**src/rtl/button_pkg.sv**
```systemverilog
// Shared types and 50 MHz defaults for the push-button conditioner.
package button_pkg;

  // Debounce FSM states.
  typedef enum logic [1:0] {
    IDLE,
    PRESS_WAIT,
    PRESSED,
    RELEASE_WAIT
  } state_t;

  // Defaults for a 50 MHz system clock.
  localparam int unsigned DEF_DEBOUNCE_CYCLES = 500000;    // 10 ms
  localparam int unsigned DEF_HOLD_CYCLES     = 25000000;  // 500 ms before first repeat
  localparam int unsigned DEF_REPEAT_CYCLES   = 5000000;   // 100 ms between repeats

endpackage

```
**src/rtl/btn_sync.sv**
```systemverilog
// Two-flop synchroniser for an asynchronous pad, with a configurable
// synchronous reset value.
module btn_sync #(
  parameter bit RST_VAL = 1'b0
) (
  input  logic clk,
  input  logic rst,
  input  logic d,
  output logic q
);

  logic sync_p0;
  logic sync_p1;

  // Metastability chain: first stage may go metastable, second resolves it.
  always_ff @(posedge clk) begin
    if (rst) begin
      sync_p0 <= RST_VAL;
      sync_p1 <= RST_VAL;
    end else begin
      sync_p0 <= d;
      sync_p1 <= sync_p0;
    end
  end

  assign q = sync_p1;

endmodule

```
**src/rtl/button_conditioner.sv**
```systemverilog
// Push-button conditioner: polarity fix, 2-flop synchroniser, counter-based
// debounce FSM, registered level plus single-cycle press/release events.
// Optional auto-repeat of press while held is enabled by defining
// BUTTON_REPEAT_EN. The release event port is called release_pulse because
// "release" is a reserved word in SystemVerilog.
module button_conditioner
  import button_pkg::*;
#(
  parameter int unsigned DEBOUNCE_CYCLES = DEF_DEBOUNCE_CYCLES,
  parameter int unsigned CNT_W           = 20,
  parameter bit          ACTIVE_LOW      = 1'b1,
  parameter int unsigned HOLD_CYCLES     = DEF_HOLD_CYCLES,
  parameter int unsigned REPEAT_CYCLES   = DEF_REPEAT_CYCLES
) (
  input  logic clk,
  input  logic rst,
  input  logic btn_raw,
  output logic btn_level,
  output logic press,
  output logic release_pulse
);

  localparam logic [CNT_W-1:0] DEB_LIMIT = CNT_W'(DEBOUNCE_CYCLES);
  localparam logic [CNT_W-1:0] CNT_MAX   = '1;
  localparam logic [CNT_W-1:0] CNT_ONE   = CNT_W'(1);

  logic   p;
  logic   s;
  state_t state;
  state_t state_next;
  logic [CNT_W-1:0] cnt;
  logic [CNT_W-1:0] cnt_next;
  logic   press_next;
  logic   release_next;
  logic   level_next;
  logic   repeat_fire;

  assign p = ACTIVE_LOW ? ~btn_raw : btn_raw;

  btn_sync #(
    .RST_VAL (1'b0)
  ) u_sync (
    .clk (clk),
    .rst (rst),
    .d   (p),
    .q   (s)
  );

  // State, debounce counter and registered outputs.
  always_ff @(posedge clk) begin
    if (rst) begin
      state         <= IDLE;
      cnt           <= '0;
      btn_level     <= 1'b0;
      press         <= 1'b0;
      release_pulse <= 1'b0;
    end else begin
      state         <= state_next;
      cnt           <= cnt_next;
      btn_level     <= level_next;
      press         <= press_next;
      release_pulse <= release_next;
    end
  end

  // Debounce decisions: a level change is accepted only after the counter
  // has seen DEBOUNCE_CYCLES consecutive samples; any bounce restarts it.
  always_comb begin
    state_next   = state;
    cnt_next     = cnt;
    press_next   = 1'b0;
    release_next = 1'b0;
    unique case (state)
      IDLE: begin
        if (s) begin
          state_next = PRESS_WAIT;
          cnt_next   = CNT_ONE;
        end
      end
      PRESS_WAIT: begin
        if (!s) begin
          state_next = IDLE;
          cnt_next   = '0;
        end else if (cnt >= DEB_LIMIT) begin
          state_next = PRESSED;
          cnt_next   = '0;
          press_next = 1'b1;
        end else if (cnt != CNT_MAX) begin
          cnt_next = cnt + CNT_ONE;
        end
      end
      PRESSED: begin
        if (!s) begin
          state_next = RELEASE_WAIT;
          cnt_next   = CNT_ONE;
        end else if (repeat_fire) begin
          press_next = 1'b1;
        end
      end
      RELEASE_WAIT: begin
        if (s) begin
          state_next = PRESSED;
          cnt_next   = '0;
        end else if (cnt >= DEB_LIMIT) begin
          state_next   = IDLE;
          cnt_next     = '0;
          release_next = 1'b1;
        end else if (cnt != CNT_MAX) begin
          cnt_next = cnt + CNT_ONE;
        end
      end
      default: begin
        state_next = IDLE;
        cnt_next   = '0;
      end
    endcase
    level_next = (state_next == PRESSED) || (state_next == RELEASE_WAIT);
  end

`ifdef BUTTON_REPEAT_EN
  localparam int unsigned HOLD_MAX = (HOLD_CYCLES > REPEAT_CYCLES) ? HOLD_CYCLES : REPEAT_CYCLES;
  localparam int unsigned HOLD_W   = $clog2(HOLD_MAX + 1);

  logic [HOLD_W-1:0] hold_cnt;
  logic [HOLD_W-1:0] hold_target;
  logic              repeating;

  // First gap is HOLD_CYCLES, later gaps REPEAT_CYCLES; the count is the
  // number of cycles since the last press pulse, so fire one cycle early.
  assign hold_target = repeating ? HOLD_W'(REPEAT_CYCLES - 1) : HOLD_W'(HOLD_CYCLES - 1);
  // The !press term keeps consecutive press pulses apart even for tiny gaps.
  assign repeat_fire = (state == PRESSED) && (hold_cnt >= hold_target) && !press;

  // Hold timer: restarts on every press, keeps running through release
  // bounce (saturating), and is cleared only when the button is idle.
  always_ff @(posedge clk) begin
    if (rst || (state_next == IDLE)) begin
      hold_cnt  <= '0;
      repeating <= 1'b0;
    end else if (press_next) begin
      hold_cnt  <= '0;
      repeating <= repeating | (state == PRESSED);
    end else if (((state == PRESSED) || (state == RELEASE_WAIT)) && (hold_cnt < hold_target)) begin
      hold_cnt <= hold_cnt + HOLD_W'(1);
    end
  end
`else
  logic unused_repeat_cfg;

  assign repeat_fire       = 1'b0;
  assign unused_repeat_cfg = (HOLD_CYCLES == REPEAT_CYCLES);
`endif

endmodule

```
**config.mk**
```make
export PLATFORM = sky130hd
export DESIGN_NAME = button_conditioner
export DESIGN_NICKNAME = d
export VERILOG_FILES = /design/src/rtl/button_pkg.sv /design/src/rtl/btn_sync.sv /design/src/rtl/button_conditioner.sv
export SDC_FILE = /design/constraint.sdc
export NUM_CORES = 1
export LEC_CHECK = 0
export ABC_AREA = 1
export CORE_MARGIN = 2
export CORE_UTILIZATION = 25
export CTS_CLUSTER_DIAMETER = 30
export DETAILED_ROUTE_END_ITERATION = 10
export GPL_TIMING_DRIVEN = 0
export PLACE_DENSITY = 0.5
export SLEW_MARGIN = 25
export SYNTH_ARGS = -nofsm -noshare
export SYNTH_HDL_FRONTEND = slang
export SYNTH_HIERARCHICAL = 1
export SYNTH_SLANG_ARGS = --single-unit
```
**constraint.sdc**
```tcl
create_clock -name clk -period 1.89 [get_ports clk]
set_input_delay 0.567 -clock clk [delete_from_list [all_inputs] [get_ports clk]]
set_output_delay 0.567 -clock clk [all_outputs]
set_load 0.005 [all_outputs]
```
Yosys cells after proc, flatten, opt, wreduce, memory -nomap -nowiden
Cells that the tools add are included. W data, S select, Z words.

Bitwise gates (word level): 4. $lt $le $gt $ge: 1. Equal/unequal tests: 8. Divide/modulo/power cells: 0. $add $sub $neg: 1. Reductions and logical operators: 5. Multiplexer cells: 15. Shift-type cells: 0. Multiply operators: 0.

Operators by type and width (count): $mux W20 (6); $pmux W20 S4 (1); $add A20 B1 Y20 const B (1); $ge A20 B19 Y1 const B (1); $ne A20 B20 Y1 const B (1); $mux W2 (6); $eq A2 B2 Y1 const B (4); $pmux W2 S4 (1); $reduce_or A3 Y1 (2); $not A1 Y1 (4); $eq A2 B1 Y1 const B (1); $logic_not A2 Y1 (1); $ne A2 B1 Y1 const B (1); $ne A2 B2 Y1 const B (1); $reduce_and A2 Y1 (1); $logic_or A1 B1 Y1 (1); $mux W1 (1).

Output and inout port bits: 3. Logic and storage cells: 41. Bits in registers: 27. ROM bits: 0. Latch bits: 0. Memories kept: 0. Memory bits (writable): 0. Input bits: 3.

Depth between registers and ports, before layout
Gate-level depths: netlist of the first run.

Word-level depth: 6. Depth in mapped cells: 11. Mapped depth without buffers: 11.

Cells and area by module
The synthesis of the first run kept the hierarchy.

Modules (own cells, without submodules): button_conditioner (seq. area each 480.5 um^2, cells an instance 228, area an instance 1460.2 um^2, instances 1); btn_sync (seq. area each 40.0 um^2, cells an instance 6, area an instance 55.1 um^2, instances 1).

Least setup slack after synthesis of the first run
OpenSTA, ideal clock, no wires.

Path kind: register -> register. From: reg cnt[0]. To: reg cnt[11]. Data required time: 1.772 ns. Clock period less this slack: 1.596 ns. Cell stages (with the launch flop): 12. Arrival time: 1.479 ns. Buffers on the path: 1. Path slack: 0.294 ns. Setup time: 0.118 ns. Cells stage by stage: dfxtp_1 ha_1 nand2_1 nor2_2 nand2_2 nor2_4 nand3_4 nand2_1 buf_6 o21ai_0 nand2_1 nor2_1.

Longest elaborated chain between the ends: 5. Elaborated cells on any way between the ends: 8. Those cells by class: add/sub: 1; order compare: 1; eq/ne: 1; mux: 5.

RTL lines: start: declaration (RTL line button_conditioner.sv:31) `logic [CNT_W-1:0] cnt;`; start signal: assignment (RTL line button_conditioner.sv:59) `cnt <= cnt_next;`; $add A20 B1 Y20 / $ne A20 B20 Y1 (equally long branches); $mux W20 (RTL line button_conditioner.sv:88, button_conditioner.sv:108); $mux W20 * (RTL line button_conditioner.sv:84) `end else if (cnt >= DEB_LIMIT) begin`; $mux W20, on equally long branches (RTL line button_conditioner.sv:101, button_conditioner.sv:81); $pmux W20 S4 * (RTL line button_conditioner.sv:73) `unique case (state)`.

Mark *: on every way between the ends. The rest lies on a longest branch, timed or not. A chain may end at the register's enable or synchronous reset.

Worst setup path after layout of the first run
From: reg cnt[0]. To: reg cnt[4].

Same word-level chain as after synthesis.

==> metrics.txt, run 1 <==
maximum VDD drop 0.3582 mV; Syn Inst Count 234; die outline height 81.85 um; top cells by area, synth dfxtp_1 (34%), nand2_1 (18%), nor2_1 (7.9%); GRT Total Usage 11.84%; post-synthesis sequential area ratio 34.35%; Pwr per Cell Area 614.5 mW/mm^2; CP max stage delay 0.39 ns; core footprint 0.005886 mm^2; crit path cell chain ha_2, nand2_2, nor2_4, nand2_2, nor2_4, nand3_4, buf_4, nand2_1, inv_1, o21ai_0, a21oi_1; worst min path class flip-flop to flip-flop; Hold Crit Start u_sync/sync_p0; largest net degree at the start of global routing 16; Ys Warns 6; Max FO, Critical Path 6; status finished clean; Clock Skews 0.002416 ns; crit path launch type flip-flop; most frequent cell after synthesis nand2_1; Mapped Nets 239; Die ar. 0.006699 mm^2; Worst path slowest cell dfxtp_4; drt first-iter violations 66; Routed WL 3497 um; Synth Register Bits 26; Post-synth EDFFs 0; max-slew violations 0; maximum clock rate 0.5680 GHz; # hold bufs at CTS 0; CTS tree built; Antenna diodes 0; H-tree levels 1; Synth top area share 34.35%; DP Area 0.001659 mm^2; Worst-Skew Late Latency 0.27 ns; clock sinks 26; # setup viols final 0; share of layout cells above drive strength 1 11.38%; first-pass GRT wire length 6141 um; vias in the first global route 1,339; Period Utilization, post-route 93.16%; Main synth FF type dfxtp_1; Initial Utilization 25.74%; via count 1,406; Die X 81.85 um; Worst-path clk slew 0.10 ns; post-synthesis average cell area 6.475 um^2; Synth top cells by count nand2_1 (73), nor2_1 (32), inv_1 (27); share of flip-flops with an asynchronous set or reset 0%; Worst Setup SP cnt[0]; Area growth syn-to-layout 16.60%; CTS max path bufs 2; Layout Cells excl Fill 321; Setup crit end kind flip-flop; placed cell count 314; Netlist cell types 28; initial antenna violation count 0; first-pass detailed-route iteration total 4; Port Buf Inserts 5; Cell Rows 28; Antenna Violating Nets Remaining 0; Final min period 1.761 ns; Setup TNS 0 ns; Hold Fails Final Rpt 0; design area 0.001767 mm^2; wire per inst 10.89 um; cell area after synthesis 0.001515 mm^2; CTS buffer count 3; Top Ports 6; post-DP HPWL 2606 um; FF-to-FF Start cnt[0]; Worst slew margin 74.21%; GRT overflow 0; DR vias/cell 4.380; Max Cap Viol 0; DRC Markers 0; crit path DAT 1.93 ns; Final #Nets 252; Slew @ Worst Pin 0.3854 ns; Yosys top cell by area dfxtp_1; gp weighted congestion 0.8499; CP required 2.06 ns; CTS root buf clkbuf_8; Lkg Pwr 0.6471 nW; Setup CP Type flip-flop to flip-flop; RSZ-0062 raised after global routing false
==> final cells by class <==
| cell class | instances | area [um^2] |
|---|---|---|
| plain buffers | 3 | 30.03 |
| clock buffers | 3 | 41.29 |
| clock inverters | 1 | 30.03 |
| fillers | 657 | 4119 |
| inverters | 30 | 112.6 |
| multi-input cells | 175 | 862.1 |
| flip-flops and latches | 26 | 524.3 |
| well taps | 75 | 93.84 |
| repair buffers | 8 | 72.57 |
==> per-layer routing <==
layer | track usage [%] | vias to the layer above | share of wire (%)
met5 | 0 | - | 0
met4 | 3.833 | 0 | 0.83
li1 | - | 768 | -
met2 | 18.86 | 12 | 47
met3 | 2.857 | 2 | 2.9
met1 | 15.67 | 624 | 50
==> kinds of logic after synthesis <==
kind of cell | synth area share (%)
buffers and inverters | 9.414
XOR/XNOR | 0.5781
adder cells (fa/ha/maj) | 1.651
flip-flops | 34.35
AO/OA/AOI/OAI | 11.23
AND/OR/NAND/NOR | 42.78
==> power breakdown <==
part | internal [mW] | switching [mW]
Combinational | 0.0182 | 0.0368
Sequential | 0.552 | 0.00401
Clock | 0.284 | 0.191
==> through the flow <==
stage	worst slack, ns	power (mW)	utilization [%]	hold WS (ns)
5_1_grt	0.008646	1.132	30.02	0.4278
3_3_place_gp	0.006917	0.6257	28.19	0.3965
2_1_floorplan	0.2935	0.6060	-	0.3883
3_5_place_dp	0.002180	0.6249	28.19	0.3994
6_report	0.1293	1.086	30.02	0.4127
4_1_cts	0.04323	1.105	29.42	0.4175
==> state kept, by name, indices dropped and copies added (netlist names) <==
signal	flops
btn_level	1
cnt	20
press	1
release_pulse	1
state	1
u_sync/q	1
u_sync/sync_p0	1
==> final timing paths <==
| check | end | slack [ns] | depth (start not counted) |
|---|---|---|---|
| hold / removal | u_sync/q | 0.41 | 2 |
| setup / recovery | cnt[4] | 0.13 | 11 |
| setup reg to reg | cnt[4] | 0.13 | 11 |
| hold reg to reg | u_sync/q | 0.41 | 2 |
==> placed cells by master (no fill, tap or decap), types with 5 or more instances in the layout <==
cell              n
nand2_1          72
nor2_1           32
inv_1            27
dfxtp_1          25
o21ai_0          13
nor3_1           11
a21oi_1          11
nand3_1          10
clkdlybuf4s50_1   5
==> worst max-delay path, delay by kind of cell (launching register included) <==
family | cells | cell delay (ns)
simple gates | 6 | 0.64
compound gates | 2 | 0.20
fa+ha+maj | 1 | 0.20
buf+inv | 2 | 0.22
flops | 1 | 0.39
==> repair_timing <==
action | CTS | global route
endpoints found under the setup margin | 4 | 10
resized for setup | 1 | 4
buffers inserted | 0 | 3
pin swaps | 0 | 2
Note: power is estimated with default switching activity, not from simulation.
==> run 2, diff against run 1 <==
--- a/config.mk
+++ b/config.mk
@@ -5,10 +5,9 @@
 export SDC_FILE = /design/constraint.sdc
 export NUM_CORES = 1
 export LEC_CHECK = 0
-export ABC_AREA = 1
 export CORE_MARGIN = 2
 export CORE_UTILIZATION = 25
-export CTS_CLUSTER_DIAMETER = 30
+export CTS_CLUSTER_DIAMETER = 150
 export DETAILED_ROUTE_END_ITERATION = 10
 export GPL_TIMING_DRIVEN = 0
 export PLACE_DENSITY = 0.5
==> constraint.sdc (replaced) <==
create_clock -name clk -period 2.2 [get_ports clk]
set_input_delay 0.66 -clock clk [delete_from_list [all_inputs] [get_ports clk]]
set_output_delay 0.66 -clock clk [all_outputs]
set_load 0.005 [all_outputs]
==> run 2 against run 1 <==
Net effect:
- sequential share of layout area is 3.8 points higher
- worst setup slack improved by 0.13 ns
- combinational power decreased by 40%
- cell count down 29%
- critical endpoint is now cnt[14]
==> metrics.txt, run 2 <==
Post-synth EDFFs 0 (unchanged); GRT Total Usage 10.06% (-1.8 points); # setup viols final 0 (unchanged); share of flip-flops with an asynchronous set or reset 0% (unchanged); met2 WL 1264 um (-22%); largest net degree at the start of global routing 16 (unchanged); Clock Skews 0.004887 ns (+0.002471 ns); GRT overflow 0 (unchanged); sequential fraction of design power 52.3% (+1.1 points); Hold Fails Final Rpt 0 (unchanged); CTS root buf clkbuf_8; CTS tree built; top cells by area, synth dfxtp_1 (39%), a21oi_1 (3.8%), o21ai_0 (3.4%); Die ar. 0.005909 mm^2 (-12%); Final #Nets 165 (-35%); most frequent cells in the layout dfxtp_1 (26), nor2_1 (11), nand2_1 (10), a21oi_1 (10), o21ai_0 (9); total power 913.7 uW (-16%); RSZ-0062 raised after global routing false; Pwr per Cell Area 588.5 mW/mm^2 (-4.2%); most frequent cell after synthesis dfxtp_1; Worst-Skew Late Latency 0.27 ns (about the same); Antenna Violating Nets Remaining 0 (unchanged); uppermost layer routed met4; initial antenna violation count 0 (unchanged); leading cell type in the layout, fill and taps excluded dfxtp_1; Synth top cells by count dfxtp_1 (26), nor2_1 (11), a21oi_1 (10), nand2_1 (10), o21ai_0 (9); Main synth FF type dfxtp_1; Top Ports 6 (unchanged); Yosys top cell by area dfxtp_1; first-pass GRT wire length 4905 um (-20%); crit path DAT 2.10 ns (+0.17 ns); DRT met1 WL 1468 um (-15%); Setup crit end kind flip-flop; Period Utilization, post-route 88.08% (-5.1 points); Die X 76.87 um (-6.1%); maximum clock rate 0.5161 GHz (-9.1%); # hold bufs at CTS 0 (unchanged); Synth Register Bits 26 (unchanged); Max FO, Critical Path 7 (+1); Cell Rows 26 (-7.1%); sw power 183.4 uW (-21%); Synth top area share 39.21% (+4.9 points); Area growth syn-to-layout 16.97%; Initial Utilization 25.99% (+0.25 points); max-slew violations 0 (unchanged); Pint 730.3 uW (-14%); multi-input logic area 770.7 um^2 (-11%); share of layout cells above drive strength 1 11.95% (+0.57 points); CTS max path bufs 2 (unchanged); Max Cap Viol 0 (unchanged); gp weighted congestion 0.7557 (-11%); Worst slew margin 68.00% (-6.2 points); Slew @ Worst Pin 0.4801 ns (+0.09470 ns); status finished clean; Netlist cell types 42 (+50%); CTS buffer count 3 (unchanged); combinational share of power 3.6% (-1.5 points); crit path launch type flip-flop; vias in the first global route 1,039 (-22%); clock sinks 26 (unchanged); Ys Warns 6 (unchanged); worst min path class flip-flop to flip-flop; DR vias/cell 4.777 (+9.1%); FF+latch area 520.5 um^2 (-0.72%); die outline height 76.87 um (-6.1%); wire per inst 12.33 um (+13%); Mapped Nets 155 (-35%); DRC Markers 0 (unchanged); post-synthesis sequential area ratio 39.21% (+4.9 points); Lkg Pwr 0.4703 nW (-27%); Port Buf Inserts 5 (unchanged); cell area after synthesis 0.001328 mm^2 (-12%); Hold Slack 0.4538 ns (+0.04118 ns); H-tree levels 1 (unchanged); Antenna diodes 0 (unchanged); post-synthesis average cell area 8.850 um^2 (+37%); Syn Inst Count 150 (-36%); Clock Power Share 44.1% (+0.4 points); setup bufs post-CTS 0 (unchanged); post-DP HPWL 1950 um (-25%); CP required 2.36 ns (+0.30 ns); Largest register FFs 20 (unchanged); fill count 554 (-16%); Routed WL 2823 um (-19%); Net Sw Frac 20.08% (-1.3 points); drt first-iter violations 77 (+17%); Worst-path clk slew 0.09 ns (about the same); met3 WL 69 um (-32%); core footprint 0.005107 mm^2 (-13%); Most flops, register cnt; maximum VDD drop 0.3972 mV (+11%); via count 1,094 (-22%); Setup CP Type flip-flop to flip-flop; first-pass detailed-route iteration total 6 (+2); Final min period 1.938 ns (+0.1770 ns)
==> run 2: path summary, 6_finish.rpt <==
kind / end / cells past startpoint / startpoint / slack (ns)
setup / recovery: cnt[14] / 7 / cnt[0] / 0.26
hold / removal: u_sync/q / 1 / u_sync/sync_p0 / 0.45
setup reg to reg: cnt[14] / 7 / cnt[0] / 0.26
hold reg to reg: u_sync/q / 1 / u_sync/sync_p0 / 0.45
==> run 2: worst max-delay path: stages, from the launching register on <==
cell,delay [ns]
dfxtp_1,0.45
ha_1,0.23
and3_1,0.16
clkbuf_1,0.22
o2111ai_2,0.26
nor3b_1,0.31
xnor2_1,0.15
nor2_1,0.05
==> run 2: stage by stage <==
stage,utilization [%],setup TNS [ns],worst slack (ns),instances,area (um^2)
6_report,30.40,0,0.2623,229,1553
3_3_place_gp,28.69,0,0.005465,225,1465
5_1_grt,30.40,0,0.05349,229,1553
2_1_floorplan,-,0,0.5311,150,1328
3_5_place_dp,28.69,-0.02551,-0.01337,225,1465
4_1_cts,30.08,0,0.1607,229,1536
==> run 2: logic make-up (layout without fill, tap and decap cells) <==
group	Yosys count	count (layout)	share of synthesized area [%]
mux	1	1	0.7540
buf+inv	10	19	3.958
fa+ha+maj	2	2	1.885
simple gates	65	65	28.47
compound gates	42	42	22.53
xor+xnor	4	4	3.205
flops	26	26	39.21
==> run 2: layout make-up <==
type	count	share of cell area (%)
sequential	26	33.52
clock buffer	3	2.659
multi-input combinational	114	49.64
clock inverter	1	1.934
timing repair buffer	5	3.223
tap	70	5.641
inverter	5	1.209
buffer	5	2.176
==> run 2: power by group through the flow <==
stage / clock network (mW) / logic (mW) / registers [mW]
2_1_floorplan: 0 / 0.0227 / 0.488
5_1_grt: 0.434 / 0.0370 / 0.479
6_report: 0.403 / 0.0330 / 0.478
4_1_cts: 0.419 / 0.0336 / 0.478
3_3_place_gp: 0 / 0.0341 / 0.489
3_5_place_dp: 0 / 0.0342 / 0.489
==> run 2: per-layer routing <==
metal,vias up,global-route usage (%)
li1,579,-
met1,503,13.49
met2,10,16.32
met3,2,2.824
met4,0,1.636
met5,-,0
==> run 2: what timing repair did <==
action	in CTS	in global routing
endpoints found under the hold margin	0	0
resized for setup	0	3
setup endpoints to repair	0	3
